**config.mk**
```make
export PLATFORM = sky130hd
export DESIGN_NAME = pwm_multi_channel
export DESIGN_NICKNAME = d
export VERILOG_FILES = /design/src/rtl/pwm_multi_channel.sv
export SDC_FILE = /design/constraint.sdc
export NUM_CORES = 1
export LEC_CHECK = 0
export BUFFER_PORTS_ARGS = -buffer_cell sky130_fd_sc_hd__clkbuf_2
export CAP_MARGIN = 25
export CORE_UTILIZATION = 25
export CTS_CLUSTER_DIAMETER = 60
export DETAILED_ROUTE_END_ITERATION = 6
export SLEW_MARGIN = 0
export SYNTH_ARGS = -nofsm -noshare
export SYNTH_HDL_FRONTEND = slang
export SYNTH_SLANG_ARGS = --single-unit
```
**constraint.sdc**
```tcl
create_clock -name clk -period 7.44 [get_ports clk]
set_clock_uncertainty 0.05 [all_clocks]
set_input_delay 1.116 -clock clk [delete_from_list [all_inputs] [get_ports clk]]
set_output_delay 1.116 -clock clk [all_outputs]
set_load 0.005 [all_outputs]
```
**src/rtl/pwm_multi_channel.sv**
```systemverilog
// Multi-channel PWM generator with a shared period counter, double-buffered
// per-channel duty values and run-time selectable edge/centre-aligned counting.
module pwm_multi_channel #(
    parameter int unsigned CH     = 4,
    parameter int unsigned WIDTH  = 14,
    parameter int unsigned PERIOD = 10000,
    localparam int unsigned ChW   = (CH > 1) ? $clog2(CH) : 1
) (
    input  logic             clk,
    input  logic             rst,
    input  logic             en,
    input  logic             mode,
    input  logic             wr_en,
    input  logic [ChW-1:0]   wr_ch,
    input  logic [WIDTH-1:0] wr_duty,
    output logic [CH-1:0]    pwm,
    output logic             period_start
);

    localparam logic [WIDTH-1:0] PerW  = WIDTH'(PERIOD);
    localparam logic [WIDTH-1:0] PerM1 = WIDTH'(PERIOD - 1);

    typedef enum logic {
        DirUp,
        DirDown
    } dir_e;

    logic [WIDTH-1:0]          cnt_q, cnt_d;
    dir_e                      dir_q, dir_d;
    logic [CH-1:0][WIDTH-1:0]  shadow_q, shadow_d;
    logic [CH-1:0][WIDTH-1:0]  active_q, active_d;
    logic                      smode_q, smode_d;
    logic                      amode_q, amode_d;
    logic [CH-1:0]             pwm_q, pwm_d;
    logic                      ps_q, ps_d;
    logic [CH-1:0][WIDTH-1:0]  clamp_duty;
    logic                      boundary;

    // Clamp each active duty to PERIOD so the centre threshold never underflows.
    always_comb begin
        for (int i = 0; i < int'(CH); i++) begin
            clamp_duty[i] = (active_q[i] >= PerW) ? PerW : active_q[i];
        end
    end

    // Next-state: counter/direction, shadow writes, active loading, compare outputs.
    always_comb begin
        cnt_d    = cnt_q;
        dir_d    = dir_q;
        shadow_d = shadow_q;
        active_d = active_q;
        smode_d  = mode;
        amode_d  = amode_q;
        pwm_d    = '0;
        ps_d     = 1'b0;

        // Last edge of the current period: the next cnt is the first 0 of a new period.
        boundary = amode_q ? (dir_q == DirDown && cnt_q == '0) : (cnt_q == PerM1);

        if (!en) begin
            // Parked: keep the active set tracking the shadows so a restart uses fresh values.
            cnt_d    = '0;
            dir_d    = DirUp;
            active_d = shadow_q;
            amode_d  = smode_q;
        end else begin
            for (int i = 0; i < int'(CH); i++) begin
                pwm_d[i] = amode_q ? (cnt_q >= PerW - clamp_duty[i]) : (cnt_q < clamp_duty[i]);
            end
            // cnt==0 going up only occurs at the start of a period in either mode.
            ps_d = (cnt_q == '0) && (dir_q == DirUp);

            if (boundary) begin
                cnt_d    = '0;
                dir_d    = DirUp;
                active_d = shadow_q;
                amode_d  = smode_q;
            end else if (!amode_q) begin
                cnt_d = cnt_q + 1'b1;
            end else if (dir_q == DirUp) begin
                // Hold the top count one extra cycle while turning around.
                if (cnt_q == PerM1) begin
                    dir_d = DirDown;
                end else begin
                    cnt_d = cnt_q + 1'b1;
                end
            end else begin
                cnt_d = cnt_q - 1'b1;
            end
        end

        // Shadow write after the active load above, so a boundary write waits a period.
        if (wr_en && (32'(wr_ch) < CH)) begin
            shadow_d[wr_ch] = wr_duty;
        end
    end

    // State registers with synchronous reset.
    always_ff @(posedge clk) begin
        if (rst) begin
            cnt_q    <= '0;
            dir_q    <= DirUp;
            shadow_q <= '0;
            active_q <= '0;
            smode_q  <= 1'b0;
            amode_q  <= 1'b0;
            pwm_q    <= '0;
            ps_q     <= 1'b0;
        end else begin
            cnt_q    <= cnt_d;
            dir_q    <= dir_d;
            shadow_q <= shadow_d;
            active_q <= active_d;
            smode_q  <= smode_d;
            amode_q  <= amode_d;
            pwm_q    <= pwm_d;
            ps_q     <= ps_d;
        end
    end

    assign pwm          = pwm_q;
    assign period_start = ps_q;

endmodule

```
* Word-level counts from Yosys, hierarchy flattened
Cells that the tools add are included.
Word-level totals: flip-flop bits (word level) 134, input port bits 21, output and inout bits 5
Operators by class: add/sub/neg operators 6, magnitude comparators 14, eq/ne operators 3, mux-type cells 21, bitwise gates (word level) 2, reduce and logical (&&, ||, !) cells 6
Operators by type and width (number):
- 2-to-1 mux 14 bit | 8
- 2-to-1 mux 56 bit | 2
- bitwise mux 56 bit | 1
- greater-or-equal comparator 14 bit | 4
- greater-or-equal comparator 14 bit (second input constant) | 4
- < comparator 14 bit | 4
- subtractor 14 bit (first input constant) | 4
- demux 14 bit (select 2 bit) | 1
- adder 14 x 1 -> 14 bit (second input constant) | 1
- == test 14 bit (second input constant) | 1
- logical NOT 14 bit | 1
- subtractor 14 x 1 -> 14 bit (second input constant) | 1
- 2-to-1 mux 1 bit | 9
- logical AND 1 bit | 3
- < comparator 2 x 3 -> 1 bit (second input constant) | 1
- inequality test 3 bit (second input constant) | 1
- OR reduction 3 bit | 1
- greater-or-equal comparator 2 x 1 -> 1 bit (second input constant) | 1
- inequality test 2 x 1 -> 1 bit (second input constant) | 1
- inverter 1 bit | 2
- OR reduction 2 bit | 1

* Depth between registers and ports, before layout
word-level depth 5, depth in mapped cells 18, gate-level depth less buffers 16

* Least setup slack after synthesis
OpenSTA, ideal clock, no wires.
kind register to register, start register active_q[4] in the netlist's numbering, end register pwm_q[0] (netlist: pwm[0]), setup time 0.126 ns, data arrival time 3.510 ns, required time 7.264 ns, slack 3.754 ns, cell stages (with the launch flop) 16, path buffers 1, period minus slack after synthesis 3.686 ns, cells stage by stage dfxtp_1 or4_1 a21oi_1 clkbuf_1 nand2_1 ha_1 nor2_1 a21oi_1 nand2b_1 a221o_1 ha_1 a21o_1 a21oi_1 o211ai_1 a41oi_1 o22ai_1
Between the ends: longest elaborated chain between the ends 5, elaborated cells between the ends (all ways) 6, those cells by class 1 x add/sub; 3 x order compare; 2 x mux
RTL lines:
- start, declared | line 31 | logic [CH-1:0][WIDTH-1:0] active_q, active_d;
- start signal, assigned | line 113 | active_q <= active_d;
- greater-or-equal comparator 14 bit | line 42 | clamp_duty[i] = (active_q[i] >= PerW) ? PerW : active_q[i];
- 2-to-1 mux 14 bit (*) | line 42
- subtractor 14 bit | line 68 | pwm_d[i] = amode_q ? (cnt_q >= PerW - clamp_duty[i]) : (cnt_q < clamp_duty[i]);
- greater-or-equal comparator 14 bit | line 68
- 2-to-1 mux 1 bit (*) | line 68
- end signal, assigned | line 116 | pwm_q <= pwm_d;
- end, declared | line 34 | logic [CH-1:0] pwm_q, pwm_d;
Mark *: on every way between the ends. The rest lies on a longest branch, timed or not. A chain may end at the register's enable or synchronous reset.

* Worst setup path after layout
Ends and elaborated chain as after synthesis.

==> summary.md <==
| Metric | Value |
|---|---|
| Post-synthesis sequential element count | ~130 |
| Per-cell via count in the routed design | around 5.1 |
| Biggest fanout along the worst timing path | 16 |
| Worst path slowest cell | a21oi_1 |
| Max Clock Freq | between 0.2 and 0.25 GHz |
| Post-place instance area | 0.00962 sq mm |
| Number of gates given a new drive strength after cts | 0 |
| Maximum vdd drop | about 0.14 mV |
| Height of the die | 194 microns |
| Most used flip-flop cell after synthesis | dfxtp_1 |
| Total detailed-routing wirelength | around 26 mm |
| Final hold slack | 0.405 ns |
| Required arrival time at the worst endpoint | roughly 7.7 ns |
| Switching share of total power | roughly a quarter |
| CP Capture Type | flop |
| Fraction of the core area covered by cells at the end of the flow | between 20 and 30% |
| Largest stage delay on the critical path | between 0.8 and 0.9 ns |
| RSZ-0062 raised after global routing | no |
| Area enclosed by the die boundary | between 0.03 and 0.04 sq mm |
| Post-synth EDFFs | 0 |
| FF-to-FF Start | active_q[4] |
| Starting utilization of the core area | ~26% |
| Sequential share of the synthesized area | 29.2% |
| Largest net degree at the start of global routing | 71 |
| Syn_area_per_cell | approximately 7.6 sq um |
| Total of buffers placed on input and output ports | 25 |
| Core Area | around 0.036 sq mm |
| Global-route wire length before repair | roughly 42 mm |
| Power share of the clock group | between 50% and 60% |
| Arrival time of the worst setup path | 4.55 ns |
| Cell repeated most along the worst path | a21oi_1 |
| DRC Markers | 0 |
| I/O pin count | 26 |
| Fraction of registers with async set or reset after synthesis | 0% |
| Post-Layout Inst Area | ~0.010 sq mm |
| TritonCTS buffer count | 17 |
| Normalized max-slew margin | 28.7% |
| Hold Crit Endpoint | shadow_q[12] |
| Hold Path Stages | 2 |
| Number of endpoints with negative hold slack in the final report | 0 |
| Mapped Nets | 1,324 |
| Final setup violation count | 0 |
| Pre-CTS setup slack | around 3.2 ns |
| Overall power consumption | approximately 1.8 mW |
| Period minus WS final | ~4.3 ns |
| Area share of the largest cell type after synthesis | 29.2% |
| Lkg Pwr | roughly 3.8 nW |
| Final-layout setup total negative slack | 0 ns |
| Number of different library cells in the post-synthesis netlist | just under 70 |
| Startpoint of the worst setup timing path | active_q[4] |
| Path type of the worst min-delay path | reg2reg |
| Sequential share of power | a little over two fifths |
| # hold bufs at CTS | 0 |
| Total instance count after detailed placement | between 1,500 and 2,000 |
| Cells traversed along the worst timing path | or4_1 > a21oi_1 > nand2_1 > ha_1 > nor2_1 > a21oi_1 > nand2b_1 > a221o_1 > ha_1 > a21o_1 > a21oi_1 > o211ai_1 > a41oi_1 > o22ai_1 |
| PwrDens | 176 mW/mm^2 |
| Hold path start | shadow_q[12] |
| Cell class contributing the biggest share of worst-path delay | compound AO/OA/AOI/OAI gates |
| Count of filler cells inserted in the layout | between 3,000 and 4,000 |
| Via count of the first global-routing pass | around 7,900 |
| Number of non-filler instances in the completed layout | 1,665 |
| Synth warn | 0 |
| Final weighted congestion of routability-driven global placement | about 0.86 |
| Sinks on the clock net | 134 |
| Net switching power | roughly 460 uW |
| Status | completed |
| Worst Path Class, Setup | reg2reg |
| Setup Fix Bufs, Post-CTS | 0 |
| Synth cell count leaders | nand2_1, dfxtp_1, a21oi_1 |
| Final-stage net count | between 1,000 and 1,500 |
| Top-count cell post-synth | nand2_1 |
| Violation count after the first detailed-routing iteration | 483 |
| Synthesized area | approximately 0.0092 sq mm |
| Max capacitance violation total | 0 |
| Total vias in the final route | around 8,500 |
| Critical path buffer and inverter count | 0 |
| Relative area change from synthesis to final layout | 11.5% |
| Setup slack of the critical path after layout | between 3 and 4 ns |
| Clk_lat worst skew | 0.42 ns |
| Terminus of the critical flop-to-flop path | pwm[0] |
| Combinational group share of total power | 8.0% |
| Worst R2R Setup Slack | 3.14 ns |
| Largest cells by area after synthesis | dfxtp_1, ha_1, nand2_1 |
| Worst R2R Path Depth | 14 |
| Root buf cell | clkbuf_16 |
| Post-route fraction of the period consumed by the critical path | a little under 60% |
| Global-route usage over all layers | between 10 and 15% |
| Total global routing overflow | 0 |
| Final Max Tran Viols | 0 |
| HPWL Detailed | ~19 mm |
| H-tree depth | 4 |
| Slew at the pin closest to its max-slew limit | roughly 1.1 ns |
| Design internal power | 1.35 mW |
| Count of antenna-violating nets left after detailed routing | 0 |
| Type of origin of the critical path | flop |
| Clock Tree Buf Depth | 2 |
| CTS tree | yes |
| Yosys top cell by area | dfxtp_1 |
| Clock slew at the register clock pins of the worst setup and hold paths | ~0.060 ns |
| Chip width | between 150 and 200 microns |
| Share of cells above drive strength 1 | a little over an eighth |
| Detailed-route wire length per cell | around 16 microns |
| Number of cells produced by synthesis | between 1,000 and 1,500 |
| Cell row count | between 60 and 70 |
| Antenna violations before repair | 1 |
| Number of iterations in the first detailed-routing pass | 6 |
## flip-flops by register name, indices dropped and copies added, names as in the netlist
name	cells
active_q	56
shadow_q	56
cnt_q	14
pwm	4
amode_q	1
dir_q	1
period_start	1
smode_q	1
## layer usage
metal	global-route usage (%)	vias to the layer above	share of wire [%]
li1	-	4239	-
met1	19.4	3978	50
met2	21.6	230	43
met3	2.35	38	5.3
met4	3.50	0	1.3
met5	0	-	0
## cells by family (layout without fill, tap and decap cells)
family | after synthesis | in the layout | share of synthesized area (%)
fa+ha+maj | 103 | 103 | 13.9
mux | 2 | 2 | 0.245
other cells | 0 | 1 | 0
xor+xnor | 38 | 38 | 3.62
flops | 134 | 134 | 29.2
simple gates | 506 | 506 | 25.1
buf+inv | 91 | 90 | 4.72
compound gates | 330 | 330 | 23.2
## tightest hold or removal path, cell delays in order (launching register included)
cell     delay (ns)
dfxtp_1        0.31
nand2_1        0.05
a21oi_1        0.05
## how the worst max path moves through the flow
stage / cells past startpoint / to
final: 14 / pwm[0]
after global routing: 14 / pwm[0]
after CTS: 14 / pwm[0]
after detailed placement: 14 / pwm[0]
after global placement: 14 / pwm[0]
after floorplan: 15 / pwm[0]
## layout make-up
class | instances | area [sq um] | share of cell area (%)
Multi-Input combinational cell | 979 | 6080 | 59.3
Sequential cell | 134 | 2680 | 26.2
Tap cell | 461 | 577 | 5.63
Clock buffer | 20 | 467 | 4.55
Timing Repair Buffer | 32 | 180 | 1.76
Clock inverter | 12 | 163 | 1.59
Inverter | 26 | 97.6 | 0.952
Antenna cell | 1 | 2.50 | 0.0244
## power groups by stage
| stage | Sequential, mW | Clock, mW | Combinational (mW) |
|---|---|---|---|
| after CTS | 0.754 | 0.918 | 0.145 |
| after global placement | 0.769 | 0 | 0.142 |
| final | 0.755 | 0.909 | 0.144 |
| after detailed placement | 0.770 | 0 | 0.144 |
| after global routing | 0.757 | 0.947 | 0.161 |
| after floorplan | 0.762 | 0 | 0.109 |
## placed cells by master, fill, tap and decap left out, types with 9 or more instances in the layout
master     instances
clkbuf_2          24
a21oi_1          129
xor2_1            11
nor3_1            14
nand4_1           17
a21oi_2           40
and3_1            17
a211oi_1          11
dfxtp_1          134
a21o_1            17
clkbuf_16         17
nand3_1           25
nand2_1          284
o21a_1             9
xnor2_1           27
ha_1              99
nor2_1            56
nand2_2           40
inv_1             26
o21ai_0           47
Power figures use the tool's default switching activity.
